`config.mk`:
```
export PLATFORM = sky130hd
export DESIGN_NAME = hilo_mac_sequencer
export DESIGN_NICKNAME = d
export VERILOG_FILES = /design/src/rtl/hilo_mac_pkg.sv /design/src/rtl/mac_step_unit.sv /design/src/rtl/hilo_mac_sequencer.sv
export SDC_FILE = /design/constraint.sdc
export NUM_CORES = 1
export LEC_CHECK = 0
export CAP_MARGIN = 20
export CELL_PAD_IN_SITES_DETAIL_PLACEMENT = 1
export CELL_PAD_IN_SITES_GLOBAL_PLACEMENT = 2
export CORE_MARGIN = 3
export CORE_UTILIZATION = 35
export DETAILED_ROUTE_END_ITERATION = 8
export GPL_ROUTABILITY_DRIVEN = 0
export PLACE_DENSITY_LB_ADDON = 0.15
export SETUP_SLACK_MARGIN = 0.2
export SLEW_MARGIN = 40
export SYNTH_ARGS = -nofsm -noshare
export SYNTH_HDL_FRONTEND = slang
export SYNTH_SLANG_ARGS = --single-unit
```
`constraint.sdc`:
```
create_clock -name clk -period 7.4 [get_ports clk]
set_input_delay 1.85 -clock clk [delete_from_list [all_inputs] [get_ports clk]]
set_output_delay 1.85 -clock clk [all_outputs]
set_load 0.02 [all_outputs]
```
`src/rtl/hilo_mac_pkg.sv`:
```
// Shared types and defaults for the HI/LO multiply-accumulate sequencer.
package hilo_mac_pkg;

  localparam int unsigned DEF_WIDTH     = 32;
  localparam int unsigned DEF_STEP_BITS = 1;

  typedef enum logic [1:0] {
    ST_IDLE = 2'd0,
    ST_MUL  = 2'd1,
    ST_ACC  = 2'd2
  } mac_state_t;

  typedef enum logic [1:0] {
    MAC_OP_MUL   = 2'd0,
    MAC_OP_MADD  = 2'd1,
    MAC_OP_MADDU = 2'd2
  } mac_op_t;

  // Signed ops take operand magnitudes at issue and fix the sign in ACC.
  function automatic logic op_is_signed(input mac_op_t op);
    return (op != MAC_OP_MADDU);
  endfunction

endpackage

```
`src/rtl/mac_step_unit.sv`:
```
// One shift-add multiply step: adds multiplicand x STEP_BITS multiplier bits
// into the 2*WIDTH product accumulator. Purely combinational.
module mac_step_unit
  import hilo_mac_pkg::*;
#(
  parameter int unsigned WIDTH     = DEF_WIDTH,
  parameter int unsigned STEP_BITS = DEF_STEP_BITS
) (
  input  logic [2*WIDTH-1:0]   multiplicand,
  input  logic [STEP_BITS-1:0] digit,
  input  logic [2*WIDTH-1:0]   acc,
  output logic [2*WIDTH-1:0]   acc_next_c
);

  localparam int unsigned DW = 2 * WIDTH;

  logic [DW-1:0] partial;

  always_comb begin
    partial = '0;
    for (int i = 0; i < int'(STEP_BITS); i++) begin
      if (digit[i]) partial = partial + (multiplicand << i);
    end
    acc_next_c = acc + partial;
  end

endmodule

```
`src/rtl/hilo_mac_sequencer.sv`:
```
// Iterative MUL/MADD/MADDU sequencer owning the HI/LO registers.
// Optional MUL_EARLY_TERM_EN: leave MUL as soon as the remaining multiplier is zero.
module hilo_mac_sequencer
  import hilo_mac_pkg::*;
#(
  parameter int unsigned WIDTH     = DEF_WIDTH,
  parameter int unsigned STEP_BITS = DEF_STEP_BITS
) (
  input  logic             clk,
  input  logic             rst,
  input  logic             start,
  input  logic             isMul,
  input  logic             isMadd,
  input  logic             isMaddu,
  input  logic [WIDTH-1:0] rs_val,
  input  logic [WIDTH-1:0] rt_val,
  input  logic             hilo_read,
  input  logic             flush,
  output logic             busy,
  output logic             stall,
  output logic             done,
  output logic [WIDTH-1:0] hi_out,
  output logic [WIDTH-1:0] lo_out
);

  localparam int unsigned DW    = 2 * WIDTH;
  localparam int unsigned N     = WIDTH / STEP_BITS;
  localparam int unsigned CNT_W = (N > 1) ? $clog2(N) : 1;

  mac_state_t       state_q, state_next;
  mac_op_t          op_q;
  logic             neg_q;
  logic [DW-1:0]    mcand_q;
  logic [WIDTH-1:0] mplier_q;
  logic [CNT_W-1:0] cnt_q;
  logic [DW-1:0]    acc_q;
  logic [WIDTH-1:0] hi_q, lo_q;
  logic             busy_q, done_q;

  logic             issue_ok_c;
  mac_op_t          issue_op_c;
  logic             issue_signed_c;
  logic [WIDTH-1:0] abs_rs_c, abs_rt_c;
  logic             issue_neg_c;
  logic             load_c, step_c, commit_c;
  logic             cnt_last_c;
  logic [DW-1:0]    acc_next_c;
  logic [DW-1:0]    prod_c, hilo_new_c;

  // Issue decode: exactly one op flag must accompany start.
  always_comb begin
    issue_ok_c = 1'b0;
    issue_op_c = MAC_OP_MUL;
    case ({isMul, isMadd, isMaddu})
      3'b100: begin issue_ok_c = start; issue_op_c = MAC_OP_MUL;   end
      3'b010: begin issue_ok_c = start; issue_op_c = MAC_OP_MADD;  end
      3'b001: begin issue_ok_c = start; issue_op_c = MAC_OP_MADDU; end
      default: ;
    endcase
  end

  // Operand magnitudes; the most negative value maps to unsigned 2^(WIDTH-1).
  always_comb begin
    issue_signed_c = op_is_signed(issue_op_c);
    abs_rs_c       = (issue_signed_c && rs_val[WIDTH-1]) ? (~rs_val + WIDTH'(1)) : rs_val;
    abs_rt_c       = (issue_signed_c && rt_val[WIDTH-1]) ? (~rt_val + WIDTH'(1)) : rt_val;
    issue_neg_c    = issue_signed_c & (rs_val[WIDTH-1] ^ rt_val[WIDTH-1]);
  end

  assign cnt_last_c = (cnt_q == CNT_W'(N - 1));

  always_ff @(posedge clk) begin
    if (rst) state_q <= ST_IDLE;
    else     state_q <= state_next;
  end

  always_comb begin
    state_next = state_q;
    load_c     = 1'b0;
    step_c     = 1'b0;
    commit_c   = 1'b0;
    case (state_q)
      ST_IDLE: begin
        if (!flush && issue_ok_c) begin
          state_next = ST_MUL;
          load_c     = 1'b1;
        end
      end
      ST_MUL: begin
        if (flush) begin
          state_next = ST_IDLE;
        end else begin
`ifdef MUL_EARLY_TERM_EN
          if (mplier_q == '0) begin
            state_next = ST_ACC;
          end else begin
            step_c = 1'b1;
            if (cnt_last_c) state_next = ST_ACC;
          end
`else
          step_c = 1'b1;
          if (cnt_last_c) state_next = ST_ACC;
`endif
        end
      end
      ST_ACC: begin
        state_next = ST_IDLE;
        commit_c   = !flush;
      end
      default: state_next = ST_IDLE;
    endcase
  end

  mac_step_unit #(
    .WIDTH     (WIDTH),
    .STEP_BITS (STEP_BITS)
  ) u_step (
    .multiplicand (mcand_q),
    .digit        (mplier_q[STEP_BITS-1:0]),
    .acc          (acc_q),
    .acc_next_c   (acc_next_c)
  );

  // Sign correction and optional accumulate into {HI,LO}, modulo 2^DW.
  always_comb begin
    prod_c     = neg_q ? (~acc_q + DW'(1)) : acc_q;
    hilo_new_c = (op_q == MAC_OP_MUL) ? prod_c : ({hi_q, lo_q} + prod_c);
  end

  always_ff @(posedge clk) begin
    if (rst) begin
      op_q     <= MAC_OP_MUL;
      neg_q    <= 1'b0;
      mcand_q  <= '0;
      mplier_q <= '0;
      cnt_q    <= '0;
      acc_q    <= '0;
      hi_q     <= '0;
      lo_q     <= '0;
      busy_q   <= 1'b0;
      done_q   <= 1'b0;
    end else begin
      busy_q <= (state_next != ST_IDLE);
      done_q <= commit_c;
      if (load_c) begin
        op_q     <= issue_op_c;
        neg_q    <= issue_neg_c;
        mcand_q  <= DW'(abs_rs_c);
        mplier_q <= abs_rt_c;
        cnt_q    <= '0;
        acc_q    <= '0;
      end else if (step_c) begin
        acc_q    <= acc_next_c;
        mcand_q  <= mcand_q << STEP_BITS;
        mplier_q <= mplier_q >> STEP_BITS;
        cnt_q    <= cnt_q + CNT_W'(1);
      end
      if (commit_c) {hi_q, lo_q} <= hilo_new_c;
    end
  end

  assign busy   = busy_q;
  assign done   = done_q;
  assign hi_out = hi_q;
  assign lo_out = lo_q;
  assign stall  = busy_q & (start | hilo_read);

endmodule
```
==> flow_metrics.py <==
metrics = {
    "logic_synthesis": {
        "synth_mux_area_share_pct": 0.385,
        "synth_edf_count": 0,
        "synth_area_mm2": 0.0195,
        "yosysSeqAreaShare_pct": 24.2,
        "synthAdderAreaFrac_pct": 9.50,
        "syn_nets": 2919,
        "synth_largest_area_cell": "dfxtp_1",
        "synthFlopType": "dfxtp_1",
        "synthArstFlopShare_pct": 0,
        "avgSynthCellArea_um2": 7.23,
        "ys_warn_count": 0,
        "syn_inst": 2700,
        "synth_compound_area_share_pct": 27.2,
        "yosys.area_share.simple_pct": 25.2,
        "yosysUniqueCellTypes": 77,
        "yosys-top-cells-area": "dfxtp_1, ha_1, nand2_1",
        "synth_top_family_by_area": "compound AO/OA/AOI/OAI gates",
        "synth_top_area_share_pct": 24.2,
        "synth_xor_area_share_pct": 9.61,
        "ys_ff_latch": 236,
    },
    "timing": {
        "setup_violations": 0,
        "clock.fmax_ghz": 0.168,
        "tightestPinTransition_ns": 0.798,
        "slew_violations": 0,
        "rsz0062_at_grt": "false",
        "final.min_clock_period_ns": 5.96,
        "final.setup_skew_ns": 0.0218,
        "fin_tns_setup_ns": 0,
        "hold_viol_final": 0,
        "period_share_pct": 80.5,
        "timing.slew.headroom_pct": 46.1,
    },
    "critical_path": {
        "path_class": "register to register",
        "critPathMaxStageDelay_ns": 0.66,
        "cp_cell_sequence": "or4_4 -> nor4_4 -> nand4_2 -> nand2b_1 -> or4b_2 -> nand2_1 -> xnor2_1 -> ha_1 -> a21o_1 -> a31o_2 -> a221oi_1 -> o21ai_0 -> a211oi_1 -> nand2_1 -> a21o_1 -> o221ai_1 -> o21a_1 -> mux2_2 -> a31oi_1",
        "crit_fanout": 9,
        "rrSetupSlack_ns": 1.44,
        "crit_path_start_kind": "register",
        "end_kind": "register",
        "ff2ff_path_depth": 19,
        "arrival_ns": 6.42,
        "required_ns": 7.86,
        "r2r_start": "acc_q[9]",
        "slowest_stage": "or4b_2",
        "r2r-end": "hi_out[31]",
    },
    "global_routing": {
        "antenna_found_initial": 1,
        "grt_pass1_vias": 19900,
        "grt_remaining_overflow": 0,
        "grt_pass1_wl_um": 107000,
        "grt_max_degree": 129,
        "track_usage_pct": 21.9,
    },
    "clock_network": {
        "clockBufferDepth": 3,
        "cts_made_buffers": 34,
        "path_clk_slew_ns": 0.05,
        "cts_htree_levels": 2,
        "cts_resized": 0,
        "cts_root_buf": "clkbuf_16",
        "clkSinkCount": 236,
        "cts_tree": "yes",
        "cts_setup_buffers": 0,
        "holdBufCountCts": 0,
        "worstSkewPairLatency_ns": 0.54,
    },
    "place": {
        "port_buffers": 138,
        "dp_hpwl_um": 50100,
        "dp_cells": 3432,
    },
    "layout": {
        "fin_util_pct": 41.3,
        "syn2layout_area_growth_pct": 15.4,
        "fin_cells": 3491,
        "num_antenna_cells": 0,
        "final_nets": 2948,
        "layout-drive-gt1-share_pct": 3.85,
        "fillCellCount": 6781,
    },
    "routing": {
        "drtPass1Iterations": 5,
        "drt_iter0_drc": 925,
        "routed_wl_um": 66000,
        "via_per_inst": 5.58,
        "wire_per_inst_um": 18.9,
        "vias": 19500,
        "postRouteAntennaNets": 0,
        "drcViolationCount": 0,
    },
    "power": {
        "ir_worst_vdd_mv": 0.112,
        "powerDensity_mw_per_mm2": 143,
        "finalPower_mw": 3.22,
        "p_leak_nw": 8.89,
    },
    "die": {
        "die-area_mm2": 0.0586,
        "die_x_um": 242,
        "start_util_pct": 35.8,
        "die_y_um": 242,
        "fp.coreArea_mm2": 0.0545,
        "core.rowCount": 85,
        "io_pins": 139,
    },
    "worst_hold_path": {
        "hold_start": "mcand_q[63]",
        "hold_path_depth": 2,
        "min-delay-path-class": "register to register",
        "holdPathEnd": "mcand_q[63]",
    },
    "status": {
        "status": "complete, no violations",
    },
    "run": {
        "maxCapViolations": 0,
    },
}
## metrics by stage
| step | setup slack, ns | hold WS, ns | cell area [um2] |
|---|---|---|---|
| after detailed placement | 1.44 | 0.451 | 21400 |
| after CTS | 1.45 | 0.459 | 22500 |
| after floorplan | 2.29 | 0.437 | 19500 |
| after global placement | 1.54 | 0.445 | 21400 |
| final | 1.44 | 0.457 | 22500 |
| after global routing | 1.05 | 0.489 | 22500 |
## critical path: cells and delay by family, from the launching register on
family	cells	cell delay (ns)
and+or+nand+nor	7	2.36
AOI/OAI and AO/OA	9	2.31
DFF	1	0.37
adders and majority gates	1	0.36
muxes	1	0.34
xor gates and xnor gates	1	0.14
## worst max-delay path by stage
stage | start | to | slack (ns) | cells past startpoint
6_report | acc_q[9] | hi_out[31] | 1.44 | 19
5_1_grt | acc_q[9] | hi_out[31] | 1.05 | 19
4_1_cts | acc_q[9] | hi_out[31] | 1.45 | 19
3_5_place_dp | acc_q[9] | hi_out[31] | 1.44 | 19
3_3_place_gp | acc_q[9] | hi_out[31] | 1.54 | 19
2_1_floorplan | acc_q[9] | hi_out[31] | 2.29 | 20
## per-layer routing
layer | GRT usage (%) | share of wire, % | routed length [um] | up-vias
li1 | - | - | - | 9756
met1 | 31.1 | 51 | 33500 | 9302
met2 | 34.8 | 43 | 28600 | 324
met3 | 2.77 | 3.9 | 2560 | 86
met4 | 5.66 | 2.2 | 1430 | 2
met5 | 0 | 0.020 | 13 | -
## cells in the mapped netlist (all sizes together), types with 46 or more instances
| master | n |
|---|---|
| o21ai | 144 |
| clkbuf | 146 |
| a21o | 75 |
| and2 | 75 |
| nand3 | 46 |
| a311oi | 84 |
| xnor2 | 141 |
| ha | 145 |
| nor2 | 242 |
| nor3 | 47 |
| a21oi | 272 |
| dfxtp | 236 |
| xor2 | 73 |
| nand2 | 482 |
## placed cells by master, fill, tap and decap left out, types with 73 or more instances in the layout
cell type	instances
nor2_1	240
nand2_1	481
ha_1	145
xor2_1	73
dfxtp_1	235
a21o_1	75
clkdlybuf4s50_1	137
a311oi_1	84
o21ai_0	140
a21oi_1	271
xnor2_1	141
## cells by family after synthesis
group,after synthesis
AND/OR/NAND/NOR,1078
AO/OA/AOI/OAI,818
flip-flops,236
XOR/XNOR,214
buffers and inverters,200
adder cells (fa/ha/maj),147
multiplexers,7
## registers in the layout (all words and copies together) (netlist names)
| name | flops |
|---|---|
| op_q | 2 |
| busy | 1 |
| neg_q | 1 |
| mplier_q | 32 |
| cnt_q | 5 |
| mcand_q | 64 |
| hi_out | 32 |
| lo_out | 32 |
| state_q | 2 |
| done | 1 |
| acc_q | 64 |
## report_power, final
group	internal (mW)	switching, mW
clock	1.00	0.635
sequential	1.29	0.0180
combinational	0.102	0.166
total	2.40	0.818
## area by class of cell
| type | instances | area, um2 | share of cell area, % |
|---|---|---|---|
| multi-input combinational | 2264 | 14100 | 62.6 |
| sequential | 236 | 4730 | 21.0 |
| timing repair buffer | 152 | 1510 | 6.72 |
| clock buffer | 52 | 1040 | 4.63 |
| tap | 739 | 925 | 4.11 |
| inverter | 41 | 154 | 0.684 |
| clock inverter | 7 | 63.8 | 0.284 |
No activity file was read; power rests on OpenSTA's default activity.
